--- config.mk ---
export PLATFORM = sky130hd
export DESIGN_NAME = buck_sample_tx
export DESIGN_NICKNAME = d
export VERILOG_FILES = /design/src/rtl/buck_sample_tx.sv
export SDC_FILE = /design/constraint.sdc
export NUM_CORES = 1
export LEC_CHECK = 0
export BUFFER_PORTS_ARGS = -buffer_cell sky130_fd_sc_hd__buf_2
export CORE_MARGIN = 5
export CORE_UTILIZATION = 55
export CTS_CLUSTER_SIZE = 30
export DETAILED_ROUTE_END_ITERATION = 12
export PLACE_DENSITY_LB_ADDON = 0.2
export SKIP_LAST_GASP = 1
export SLEW_MARGIN = 20
export SYNTH_ARGS = -nofsm -noshare
export SYNTH_HDL_FRONTEND = slang
export SYNTH_SLANG_ARGS = --single-unit
--- constraint.sdc ---
create_clock -name clk_i -period 6.7 [get_ports clk_i]
set_input_delay 0.335 -clock clk_i [delete_from_list [all_inputs] [get_ports clk_i]]
set_output_delay 0.335 -clock clk_i [all_outputs]
set_load 0.02 [all_outputs]
--- src/rtl/buck_sample_tx.sv ---
// Decimated sampler for the buck-converter simulator outputs: queues {v_1, v_2i, v_2d}
// captures in a small FIFO and streams each one as a 6-byte UART 8N1 frame headed by 0xA5.
module buck_sample_tx #(
    parameter int unsigned CLK_DIV    = 434,
    parameter int unsigned DECIM      = 101,
    parameter int unsigned FIFO_DEPTH = 8
) (
    input  logic        clk_i,
    input  logic        rst_ni,
    input  logic        en_i,
    input  logic [3:0]  v_1_i,
    input  logic [15:0] v_2i_i,
    input  logic [15:0] v_2d_i,
    output logic        tx_o,
    output logic        busy_o,
    output logic        overflow_o
);
    localparam int unsigned SW = 36;
    localparam int unsigned DW = $clog2(DECIM);
    localparam int unsigned BW = $clog2(CLK_DIV);
    localparam int unsigned AW = $clog2(FIFO_DEPTH);
    localparam int unsigned PW = AW + 1;
    localparam logic [7:0]  SYNC_BYTE = 8'hA5;

    typedef enum logic [2:0] {S_IDLE, S_LOAD, S_START, S_DATA, S_STOP} state_t;

    // Decimation counter; a capture fires on its terminal count.
    logic [DW-1:0] dec_q;
    logic          capture;

    assign capture = en_i && (dec_q == DW'(DECIM - 1));

    always_ff @(posedge clk_i or negedge rst_ni) begin
        if (!rst_ni) begin
            dec_q <= '0;
        end else if (!en_i || capture) begin
            dec_q <= '0;
        end else begin
            dec_q <= dec_q + DW'(1);
        end
    end

    // Sample FIFO with wrap-bit pointers; a pop on the same edge frees the slot for a push.
    logic [SW-1:0] mem_q [FIFO_DEPTH];
    logic [PW-1:0] wr_q, rd_q;
    logic          empty, full, push, pop;
    logic          ovf_q;

    assign empty = (wr_q == rd_q);
    assign full  = (wr_q[AW] != rd_q[AW]) && (wr_q[AW-1:0] == rd_q[AW-1:0]);
    assign push  = capture && (!full || pop);

    always_ff @(posedge clk_i) begin
        if (push) begin
            mem_q[wr_q[AW-1:0]] <= {v_1_i, v_2i_i, v_2d_i};
        end
    end

    always_ff @(posedge clk_i or negedge rst_ni) begin
        if (!rst_ni) begin
            wr_q  <= '0;
            rd_q  <= '0;
            ovf_q <= 1'b0;
        end else begin
            if (push) wr_q <= wr_q + PW'(1);
            if (pop)  rd_q <= rd_q + PW'(1);
            if (capture && full && !pop) ovf_q <= 1'b1;
        end
    end

    // Transmit FSM state and frame registers.
    state_t        state_q, state_d;
    logic [BW-1:0] div_q, div_d;
    logic [2:0]    bit_q, bit_d;
    logic [2:0]    byte_q, byte_d;
    logic [SW-1:0] frame_q, frame_d;
    logic          tx_q, tx_d;
    logic [7:0]    cur_byte;
    logic          last_cyc;

    assign last_cyc = (div_q == BW'(CLK_DIV - 1));

    always_comb begin
        cur_byte = frame_q[7:0];
        case (byte_q)
            3'd0:    cur_byte = SYNC_BYTE;
            3'd1:    cur_byte = {4'h0, frame_q[35:32]};
            3'd2:    cur_byte = frame_q[31:24];
            3'd3:    cur_byte = frame_q[23:16];
            3'd4:    cur_byte = frame_q[15:8];
            default: cur_byte = frame_q[7:0];
        endcase
    end

    // The FIFO head is copied on the pop edge, so a same-edge push into that slot cannot reach the frame.
    always_comb begin
        state_d = state_q;
        div_d   = div_q;
        bit_d   = bit_q;
        byte_d  = byte_q;
        frame_d = frame_q;
        pop     = 1'b0;
        tx_d    = 1'b1;
        case (state_q)
            S_IDLE: begin
                if (!empty) begin
                    pop     = 1'b1;
                    frame_d = mem_q[rd_q[AW-1:0]];
                    state_d = S_LOAD;
                end
            end
            S_LOAD: begin
                byte_d  = '0;
                div_d   = '0;
                state_d = S_START;
            end
            S_START: begin
                tx_d = 1'b0;
                if (last_cyc) begin
                    div_d   = '0;
                    bit_d   = '0;
                    state_d = S_DATA;
                end else begin
                    div_d = div_q + BW'(1);
                end
            end
            S_DATA: begin
                tx_d = cur_byte[bit_q];
                if (last_cyc) begin
                    div_d = '0;
                    if (bit_q == 3'd7) state_d = S_STOP;
                    else               bit_d   = bit_q + 3'd1;
                end else begin
                    div_d = div_q + BW'(1);
                end
            end
            S_STOP: begin
                if (last_cyc) begin
                    div_d = '0;
                    if (byte_q != 3'd5) begin
                        byte_d  = byte_q + 3'd1;
                        state_d = S_START;
                    end else if (!empty) begin
                        pop     = 1'b1;
                        frame_d = mem_q[rd_q[AW-1:0]];
                        state_d = S_LOAD;
                    end else begin
                        state_d = S_IDLE;
                    end
                end else begin
                    div_d = div_q + BW'(1);
                end
            end
            default: state_d = S_IDLE;
        endcase
    end

    always_ff @(posedge clk_i or negedge rst_ni) begin
        if (!rst_ni) begin
            state_q <= S_IDLE;
            div_q   <= '0;
            bit_q   <= '0;
            byte_q  <= '0;
            frame_q <= '0;
            tx_q    <= 1'b1;
        end else begin
            state_q <= state_d;
            div_q   <= div_d;
            bit_q   <= bit_d;
            byte_q  <= byte_d;
            frame_q <= frame_d;
            tx_q    <= tx_d;
        end
    end

    assign tx_o       = tx_q;
    assign busy_o     = (state_q != S_IDLE) || !empty;
    assign overflow_o = ovf_q;

endmodule
==> run_results.csv, run 1 <==
group,metric,value,unit
synth,yosys.area_share.adder,1.14,%
route,highest_layer,"met5",
power_and_ir_drop,ir_drop,0.216,mV
route,drt-met1-wl,11700,um
die,io_pins,42,
timing,slew_headroom,38.5,%
clock_tree,cts.sinks,359,
synth,ys_types,58,
route,drt-initial-drc-count,636,
worst_setup_path,crit_family,"simple AND/OR/NAND/NOR gates",
synth,synth_area_leaders,"edfxtp_1 (60%), dfrtp_1 (12%), mux4_2 (11%)",
synth,seq_area_frac_synth,72.8,%
worst_setup_path,crit_required,6830,ps
synth,ys.flop_type,"edfxtp_1",
synth,synth_edf_count,288,
die,core_area,25800,sq um
route,wire_per_inst,22.4,um
synth,synth_xor_area_share,0.979,%
route,dr_wl_met2,13500,um
die,dieArea,29400,sq um
die,die-width,171,um
synth,synth_area_leader_cell,"edfxtp_1",
power_and_ir_drop,p_leak,5.43,nW
global_route,grt_pass1_vias,7471,
die,initial_core_util,55.4,%
layout,drive_gt1_share,23.0,%
synth,synth_area,14300,sq um
synth,synthesis.nets,835,
global_route,antenna_found_initial,1,
run,cap_violations,0,
timing,skew,18.9,ps
timing,setup_viol,0,
clock_tree,ctsHoldBuffers,0,
placement,dp_cells,1137,
clock_tree,post_cts_buffers,0,
clock_tree,numCtsBuffers,37,
route,antenna_left,0,
route,drc,0,
placement,place.port_buffers,41,
placement,globalplace.congestion,0.816,
route,wl_met3,1220,um
route,vias,7207,
synth,synth-async-reset-ratio,19.8,%
layout,finalNetCount,893,
worst_setup_path,critPathKind,"reg2reg",
route,wirelength,27000,um
worst_setup_path,worst-endpoint-arrival,3170,ps
worst_setup_path,end_kind,"flip-flop",
clock_tree,h-tree-depth,2,
layout,n_antenna_cell,0,
timing,rsz0062_at_grt,"no",
global_route,grt_usage,19.2,%
clock_tree,tritoncts,"yes",
worst_setup_path,cpPeakStageDelay,490,ps
hold_path,hold_path_class,"in2async",
worst_setup_path,startpoint_type,"flip-flop",
clock_tree,ctsResizeCount,0,
synth,ys_ff_latch,359,
timing,final_max_slew_viol_count,0,
synth,yosys_warnings,0,
synth,synth_area_per_cell,18.3,sq um
die,die_y,171,um
layout,final_cell_count_no_fill,1204,
synth,synthMuxAreaShare,14.2,%
timing,period_share,45.3,%
synth,synth_top_family_by_area,"multiplexers",
synth,netlist_instances,783,
global_route,grt_max_degree,77,
layout,fin_area,16000,sq um
timing,final.min_clock_period,3040,ps
placement,dp_hpwl,16000,um
worst_setup_path,crit_path_top_delay_cell,"or3_1",
clock_tree,clkTransAtPathRegs,60,ps
route,viasPerCell,5.99,
clock_tree,root_buffer,"clkbuf_16",
synth,synth_top_area_share,60.4,%
worst_setup_path,cp_cell_sequence,"inv_1 > ha_1 > nand2_1 > o31ai_4 > a21oi_4 > or3_1 > nor3b_2 > buf_4",
power_and_ir_drop,power_density,330,nW/um^2
clock_tree,clk_latency,510,ps
global_route,grt_pass1_wl,42600,um
layout,area_growth_syn_to_layout,11.9,%
timing,fin_setup_tns,0,ps
placement,dpl_cell_area,14900,sq um
clock_tree,clock_path_buffers,3,
die,rows,59,
route,firstDrtPassIters,5,
synth,synth_compound_area_share,4.53,%
synth,synthSimpleGateAreaFrac,4.64,%
timing,worstMarginPinSlew,922,ps
worst_setup_path,crit_buf_inv,2,
run_status,status,"completed",
worst_setup_path,crit_path_max_fanout,36,
timing,fmax,0.329,GHz
timing,hold_viol_final,0,
global_route,grt_overflow,0,
-- cell families (layout without fill, tap and decap cells) --
family                     Yosys count  after routing
muxes                              112            112
adders and majority gates           13             13
and+or+nand+nor                    133            133
AOI/OAI and AO/OA                  102            102
buffers and inverters               48            134
DFF                                359            359
xor gates and xnor gates            16             16
-- where the power goes --
part / leakage (nW) / switching (mW) / internal [mW]
clock: 0.545 / 0.800 / 1.09
combinational: 1.36 / 0.303 / 0.382
sequential: 3.53 / 0.182 / 2.52
total: 5.43 / 1.28 / 4.00
-- per-stage QoR --
step | power, mW | util (%) | setup slack [ps] | hold slack (ps)
2_1_floorplan | 3.23 | - | 1870 | 39.4
5_1_grt | 5.52 | 62.0 | 3430 | 79.0
4_1_cts | 5.34 | 62.0 | 3640 | 68.7
3_3_place_gp | 3.42 | 57.7 | 3690 | 467
3_5_place_dp | 3.45 | 57.7 | 3640 | 477
6_report | 5.28 | 62.0 | 3660 | 34.5
-- layout make-up --
| type | instances | area [sq um] |
|---|---|---|
| Timing Repair Buffer | 58 | 333 |
| Fill cell | 1794 | 9810 |
| Multi-Input combinational cell | 376 | 3690 |
| Clock buffer | 44 | 952 |
| Inverter | 9 | 33.8 |
| Tap cell | 335 | 419 |
| Sequential cell | 359 | 10400 |
| Clock inverter | 23 | 164 |
-- routing by layer --
metal | global-route usage (%) | up-vias
met5 | 0 | -
met4 | 5.30 | 2
met3 | 3.13 | 49
met2 | 31.7 | 183
met1 | 27.0 | 3747
li1 | - | 3226
-- cells in the mapped netlist (5+ instances only) --
library cell,count
edfxtp_1,288
mux4_2,72
dfrtp_1,70
nand2_1,65
o21ai_0,44
mux2i_1,37
nor2_1,18
buf_2,17
o21ai_1,15
clkbuf_1,13
ha_1,13
inv_1,9
xor2_1,9
nor3_1,8
a21oi_1,7
xnor2_1,7
a22o_1,6
buf_6,6
nand3_1,6
nor3b_1,6
and3_1,5
-- path summary, 6_finish.rpt --
kind	startpoint	endpoint	slack (ps)	depth (start not counted)
worst min register to register	dec_q[0]	dec_q[0]	480	1
worst max-delay path	byte_q[1]	mem_q[2][0]	3660	8
worst min-delay path	rst_ni	dec_q[1]	30	2
max in group asynchronous	rst_ni	rd_q[0]	5970	2
worst max register to register	byte_q[1]	mem_q[2][0]	3660	8
min in group clk_i	v_2d_i[11]	mem_q[0][11]	80	1
-- cells in the final DEF (no fill, tap or decap), drive strengths merged, types with 3 or more instances in the layout --
cell type,n
and3,5
nor3,8
nor2b,4
o21ai,59
nand3,6
buf,58
xor2,9
ha,13
or3,3
nand2,65
clkbuf,44
inv,12
edfxtp,288
o31ai,4
dfrtp,70
a21oi,8
mux4,72
clkinv,17
nand2b,3
a221oi,3
xnor2,7
mux2i,37
nor3b,6
a22o,6
mux2,3
nand4b,4
a22oi,4
nor2,20
-- flip-flops by register name, summed over array words and instances (netlist names) --
signal and flops:
overflow_o 1, tx_o 1, rd_q 4, byte_q 3, state_q 3, div_q 9
wr_q 4, frame_q 36, dec_q 7, bit_q 3, mem_q 288
Power figures use the tool's default switching activity.
==> run 2, diff against run 1 <==
--- a/config.mk
+++ b/config.mk
@@ -5,6 +5,7 @@
 export SDC_FILE = /design/constraint.sdc
 export NUM_CORES = 1
 export LEC_CHECK = 0
+export ABC_AREA = 1
 export BUFFER_PORTS_ARGS = -buffer_cell sky130_fd_sc_hd__buf_2
 export CORE_MARGIN = 5
 export CORE_UTILIZATION = 55
==> constraint.sdc (replaced) <==
create_clock -name clk_i -period 2.63 [get_ports clk_i]
set_input_delay 0.1315 -clock clk_i [delete_from_list [all_inputs] [get_ports clk_i]]
set_output_delay 0.1315 -clock clk_i [all_outputs]
set_load 0.02 [all_outputs]
==> run 2 against run 1 <==
- register-to-register slack worse by 3500 ps
- clock skew decreased by 8.5 ps
- critical endpoint is now mem_q[5][22]
- largest cell class unchanged
- worst hold slack lost 3.8 ps
- combinational power is 75% lower
==> run_results.csv, run 2 <==
group,metric,value,unit
layout,drive_gt1_share,11.2,%
layout,finalNetCount,1340,
route,drc,0,
global_route,grt_max_degree,147,
route,drt-initial-drc-count,714,
hold_path,hold_path_class,"in2reg",
clock_tree,cts.sinks,359,
timing,skew,10.4,ps
route,antenna_left,0,
global_route,grt_pass1_wl,50300,um
layout,area_growth_syn_to_layout,16.5,%
placement,pre_cts_ws,126,ps
synth,synth-async-reset-ratio,19.8,%
route,vias,9411,
global_route,grt_overflow,0,
timing,final.min_clock_period,2430,ps
route,wire_per_inst,19.3,um
run_status,status,"completed",
worst_setup_path,end_kind,"flip-flop",
route,wirelength,31900,um
synth,synth_edf_count,288,
synth,ys.flop_type,"edfxtp_1",
die,initial_core_util,55.9,%
worst_setup_path,critPathKind,"reg2reg",
synth,synth_area_leader_cell,"edfxtp_1",
synth,ys_types,36,
timing,hold_viol_final,0,
synth,synth_area_leaders,"edfxtp_1 (59%), dfrtp_1 (12%), nor2_1 (4.5%)",
global_route,grt_pass1_vias,9114,
route,firstDrtPassIters,5,
synth,yosysMostFrequentCell,"edfxtp_1",
synth,seq_area_frac_synth,71.4,%
power_and_ir_drop,power,11.2,mW
die,die_y,173,um
clock_tree,numCtsBuffers,37,
power_and_ir_drop,ir_drop,0.603,mV
die,die-width,173,um
global_route,grt_usage,21.2,%
clock_tree,clock_path_buffers,3,
timing,timing.final.ws_setup,198,ps
global_route,antenna_found_initial,0,
timing,period_share,92.5,%
clock_tree,h-tree-depth,2,
synth,synthesis.nets,1247,
layout,layout_common_cells,"edfxtp_1 (288), nand2_1 (174), nor2_1 (172)",
worst_setup_path,crit_path_max_fanout,15,
timing,rsz0062_at_grt,"no",
timing,setup_viol,0,
synth,synth_top_area_share,59.2,%
timing,worstMarginPinSlew,882,ps
synth,synth_area_per_cell,12.2,sq um
die,rows,59,
die,io_pins,42,
timing,fmax,0.411,GHz
die,dieArea,29900,sq um
synth,ys_ff_latch,359,
layout,largest_reg_flops,288,
placement,dp_hpwl,19300,um
worst_setup_path,worst-endpoint-arrival,2660,ps
placement,globalplace.congestion,0.883,
layout,mostFrequentLayoutCell,"edfxtp_1",
clock_tree,root_buffer,"clkbuf_16",
synth,netlist_instances,1195,
die,core_area,26100,sq um
synth,yosys_warnings,0,
timing,slew_headroom,41.2,%
placement,place.port_buffers,41,
power_and_ir_drop,power_density,657,nW/um^2
worst_setup_path,startpoint_type,"flip-flop",
run,cap_violations,0,
worst_setup_path,crit_required,2850,ps
synth,yosys-top-cells-count,"edfxtp_1 (288), nor2_1 (176), nand2_1 (175)",
timing,final_max_slew_viol_count,0,
clock_tree,tritoncts,"yes",
clock_tree,clkTransAtPathRegs,60,ps
clock_tree,clk_latency,520,ps
power_and_ir_drop,p_leak,6.23,nW
route,viasPerCell,5.70,
layout,final_util,65.1,%
synth,synth_area,14600,sq um
layout,n_antenna_cell,0,
## run 2: worst paths after layout
path	from	end	slack (ps)	depth (start not counted)
max	div_q[1]	mem_q[5][22]	200	11
min	en_i	dec_q[4]	30	3
max reg2reg	div_q[1]	mem_q[5][22]	200	11
min reg2reg	dec_q[0]	dec_q[0]	490	1
max in group asynchronous	rst_ni	rd_q[0]	1680	2
min in group asynchronous	rst_ni	dec_q[5]	280	2
## run 2: critical path, cell delays in order, from the launching register on
cell      delay (ps)
dfrtp_1          400
inv_1             80
ha_1             130
nor3b_1          170
nand3_1          170
nand2_2          120
nand3_2          120
nand3b_1         240
nand2_4          160
nor3_4           220
buf_12           150
buf_12           160
## run 2: metrics by stage
step,cells,area [sq um],hold slack [ps],setup TNS [ps]
after floorplan,1195,14700,-164,-53460
after global placement,1544,15500,305,0
after detailed placement,1544,15500,310,0
after CTS,1647,17000,17.1,0
after global routing,1650,17000,30.5,0
final,1650,17000,30.7,0
## run 2: cell type report
| cell class | instances | area (sq um) |
|---|---|---|
| clock buffers | 47 | 983 |
| clock inverters | 19 | 143 |
| fillers | 1926 | 9120 |
| inverters | 41 | 155 |
| multi-input cells | 733 | 3810 |
| flip-flops and latches | 359 | 10400 |
| well taps | 335 | 419 |
| repair buffers | 116 | 1070 |
## run 2: cells by family after synthesis
kind of cell,count (synthesis),synth area share (%)
fa+ha+maj,13,1.11
mux,34,2.33
flops,359,71.4
buf+inv,103,3.02
compound gates,176,7.06
simple gates,498,14.3
xor+xnor,12,0.720
## run 2: report_power, final
part | internal, mW | leakage [nW] | total, mW | switching, mW
Combinational | 0.0611 | 2.11 | 0.168 | 0.107
Sequential | 6.14 | 3.57 | 6.15 | 0.00311
Clock | 2.84 | 0.557 | 4.86 | 2.02
Total | 9.04 | 6.23 | 11.2 | 2.13
## run 2: per-layer routing
metal  GRT usage [%]  vias to the layer above  share of wire [%]  wire length, um
met5               0                        -                  0                0
met4            4.79                        0                1.7              543
met3            3.45                       46                6.6             2090
met2            33.7                      293                 47            15000
met1            31.3                     4604                 45            14200
li1                -                     4468                  -                -
## run 2: timing repair
action	4_1_cts	5_1_grt
endpoints found under the setup margin	0	189
hold endpoints to repair	358	0
hold buffers	37	0
resized for setup	0	2
buffers inserted	0	2
==> run 3, diff against run 2 <==
--- a/config.mk
+++ b/config.mk
@@ -8,7 +8,7 @@
 export ABC_AREA = 1
 export BUFFER_PORTS_ARGS = -buffer_cell sky130_fd_sc_hd__buf_2
 export CORE_MARGIN = 5
-export CORE_UTILIZATION = 55
+export CORE_UTILIZATION = 47
 export CTS_CLUSTER_SIZE = 30
 export DETAILED_ROUTE_END_ITERATION = 12
 export PLACE_DENSITY_LB_ADDON = 0.2
==> run 3 against run 2 <==
- worst hold slack gained 0.64 ps
- routed wire length grew 4.5%
- clock skew grew 5.8 ps
- maximum frequency shrank 2.4%
- sequential share of layout area shrank 0.28 points
- critical endpoint is now mem_q[6][0]
- power grew 2.0%
- critical path depth is the same
- combinational power grew 5%
==> run_results.csv, run 3 (synthesized netlist as in run 2, its figures left out) <==
group,metric,value,unit
die,initial_core_util,47.6,%
layout,layout_common_cells,"edfxtp_1 (288), nand2_1 (175), nor2_1 (172)",
route,wire_per_inst,19.5,um
clock_tree,tritoncts,"yes",
route,viasPerCell,5.50,
global_route,grt_overflow,0,
timing,period_share,94.7,%
hold_path,min_from,"en_i",
clock_tree,root_buffer,"clkbuf_16",
clock_tree,h-tree-depth,2,
die,die_y,186,um
global_route,grt_usage,19.5,%
placement,place.port_buffers,41,
power_and_ir_drop,power_density,667,nW/um^2
timing,slew_headroom,40.3,%
global_route,grt_max_degree,104,
worst_setup_path,reg2reg_slack,140,ps
timing,timing.final.ws_setup,138,ps
run_status,status,"completed",
power_and_ir_drop,ir_drop,0.524,mV
placement,dp_hpwl,20900,um
layout,fin_area,17100,sq um
worst_setup_path,reg2reg_depth,11,
layout,mostFrequentLayoutCell,"edfxtp_1",
layout,largest_reg_flops,288,
route,vias,9407,
clock_tree,cts.sinks,359,
timing,final_max_slew_viol_count,0,
global_route,grt_pass1_vias,8957,
placement,globalplace.congestion,0.872,
worst_setup_path,crit_path_max_fanout,13,
global_route,antenna_found_initial,0,
clock_tree,post_cts_buffers,0,
route,antenna_left,0,
clock_tree,numCtsBuffers,38,
timing,final.min_clock_period,2490,ps
route,drt-initial-drc-count,775,
hold_path,hold_end,"dec_q[1]",
global_route,grt_pass1_wl,52000,um
worst_setup_path,crit_required,2840,ps
timing,whs,31.3,ps
route,wirelength,33300,um
timing,fmax,0.401,GHz
worst_setup_path,startpoint_type,"flip-flop",
worst_setup_path,r2r-start,"div_q[1]",
die,die-width,186,um
hold_path,whs_path_depth,3,
worst_setup_path,timing.rr.end,"mem_q[6][0]",
layout,drive_gt1_share,11.0,%
timing,worstMarginPinSlew,895,ps
route,firstDrtPassIters,5,
timing,rsz0062_at_grt,"no",
layout,nFillCells,2550,
worst_setup_path,cp_cell_sequence,"inv_1 > ha_1 > nor3b_1 > nand3_1 > nand2_1 > nand3_2 > nand3b_1 > nand3_1 > buf_4 > nor2_4 > buf_4",
die,io_pins,42,
layout,area_growth_syn_to_layout,17.1,%
layout,n_antenna_cell,0,
power_and_ir_drop,p_leak,6.23,nW
power_and_ir_drop,power,11.4,mW
hold_path,hold_path_class,"in2reg",
die,rows,64,
timing,setup_viol,0,
placement,dpl_cell_area,15500,sq um
worst_setup_path,worst-endpoint-arrival,2700,ps
timing,fin_setup_tns,0,ps
route,drc,0,
die,core_area,30700,sq um
clock_tree,clkTransAtPathRegs,60,ps
die,dieArea,34700,sq um
worst_setup_path,critPathKind,"reg2reg",
placement,pre_cts_ws,103,ps
timing,skew,16.2,ps
layout,finalNetCount,1338,
clock_tree,clk_latency,530,ps
worst_setup_path,cpPeakStageDelay,390,ps
worst_setup_path,crit_path_top_delay_cell,"dfrtp_1",
clock_tree,clock_path_buffers,3,
run,cap_violations,0,
worst_setup_path,end_kind,"flip-flop",
timing,hold_viol_final,0,
[run 3: stage by stage]
stage | instances | util, %
2_1_floorplan | 1195 | -
3_3_place_gp | 1605 | 50.7
3_5_place_dp | 1605 | 50.7
4_1_cts | 1711 | 55.7
5_1_grt | 1711 | 55.7
6_report | 1711 | 55.7
[run 3: cell type report]
class | instances | area [sq um] | share of cell area (%)
sequential | 359 | 10400 | 61.0
multi-input combinational | 733 | 3810 | 22.3
timing repair buffer | 113 | 1020 | 5.99
clock buffer | 48 | 1010 | 5.91
tap | 396 | 495 | 2.90
clock inverter | 21 | 166 | 0.974
inverter | 41 | 155 | 0.908
[run 3: worst max-delay path: cells and delay by family (launching register included)]
kind	cells	cell delay, ps
adders and majority gates	1	130
buffers and inverters	3	540
DFF	1	390
and+or+nand+nor	7	1110
[run 3: timing repair]
| action | CTS | global route |
|---|---|---|
| endpoints found under the setup margin | 0 | 73 |
| resized for setup | 0 | 3 |
| hold endpoints to repair | 358 | 0 |
| hold buffers | 37 | 0 |
[run 3: worst max-delay path by stage]
stage / startpoint / end / slack [ps]
after floorplan: div_q[1] / mem_q[0][0] / -240
after global placement: div_q[1] / mem_q[1][4] / 120
after detailed placement: div_q[1] / mem_q[1][5] / 100
after CTS: div_q[1] / mem_q[1][3] / 70
after global routing: div_q[1] / mem_q[5][13] / 0.06
final: div_q[1] / mem_q[6][0] / 140
[run 3: power by group]
| group | switching, mW | internal (mW) |
|---|---|---|
| Combinational | 0.116 | 0.0612 |
| Sequential | 0.00329 | 6.14 |
| Clock | 2.14 | 2.93 |
| Total | 2.26 | 9.14 |
[run 3: layer usage]
layer,up-vias,GRT usage (%),share of wire (%)
met4,0,4.17,1.7
met2,253,28.6,44
met3,49,3.66,6.7
met5,-,0,0
li1,4471,-,-
met1,4634,30.7,48
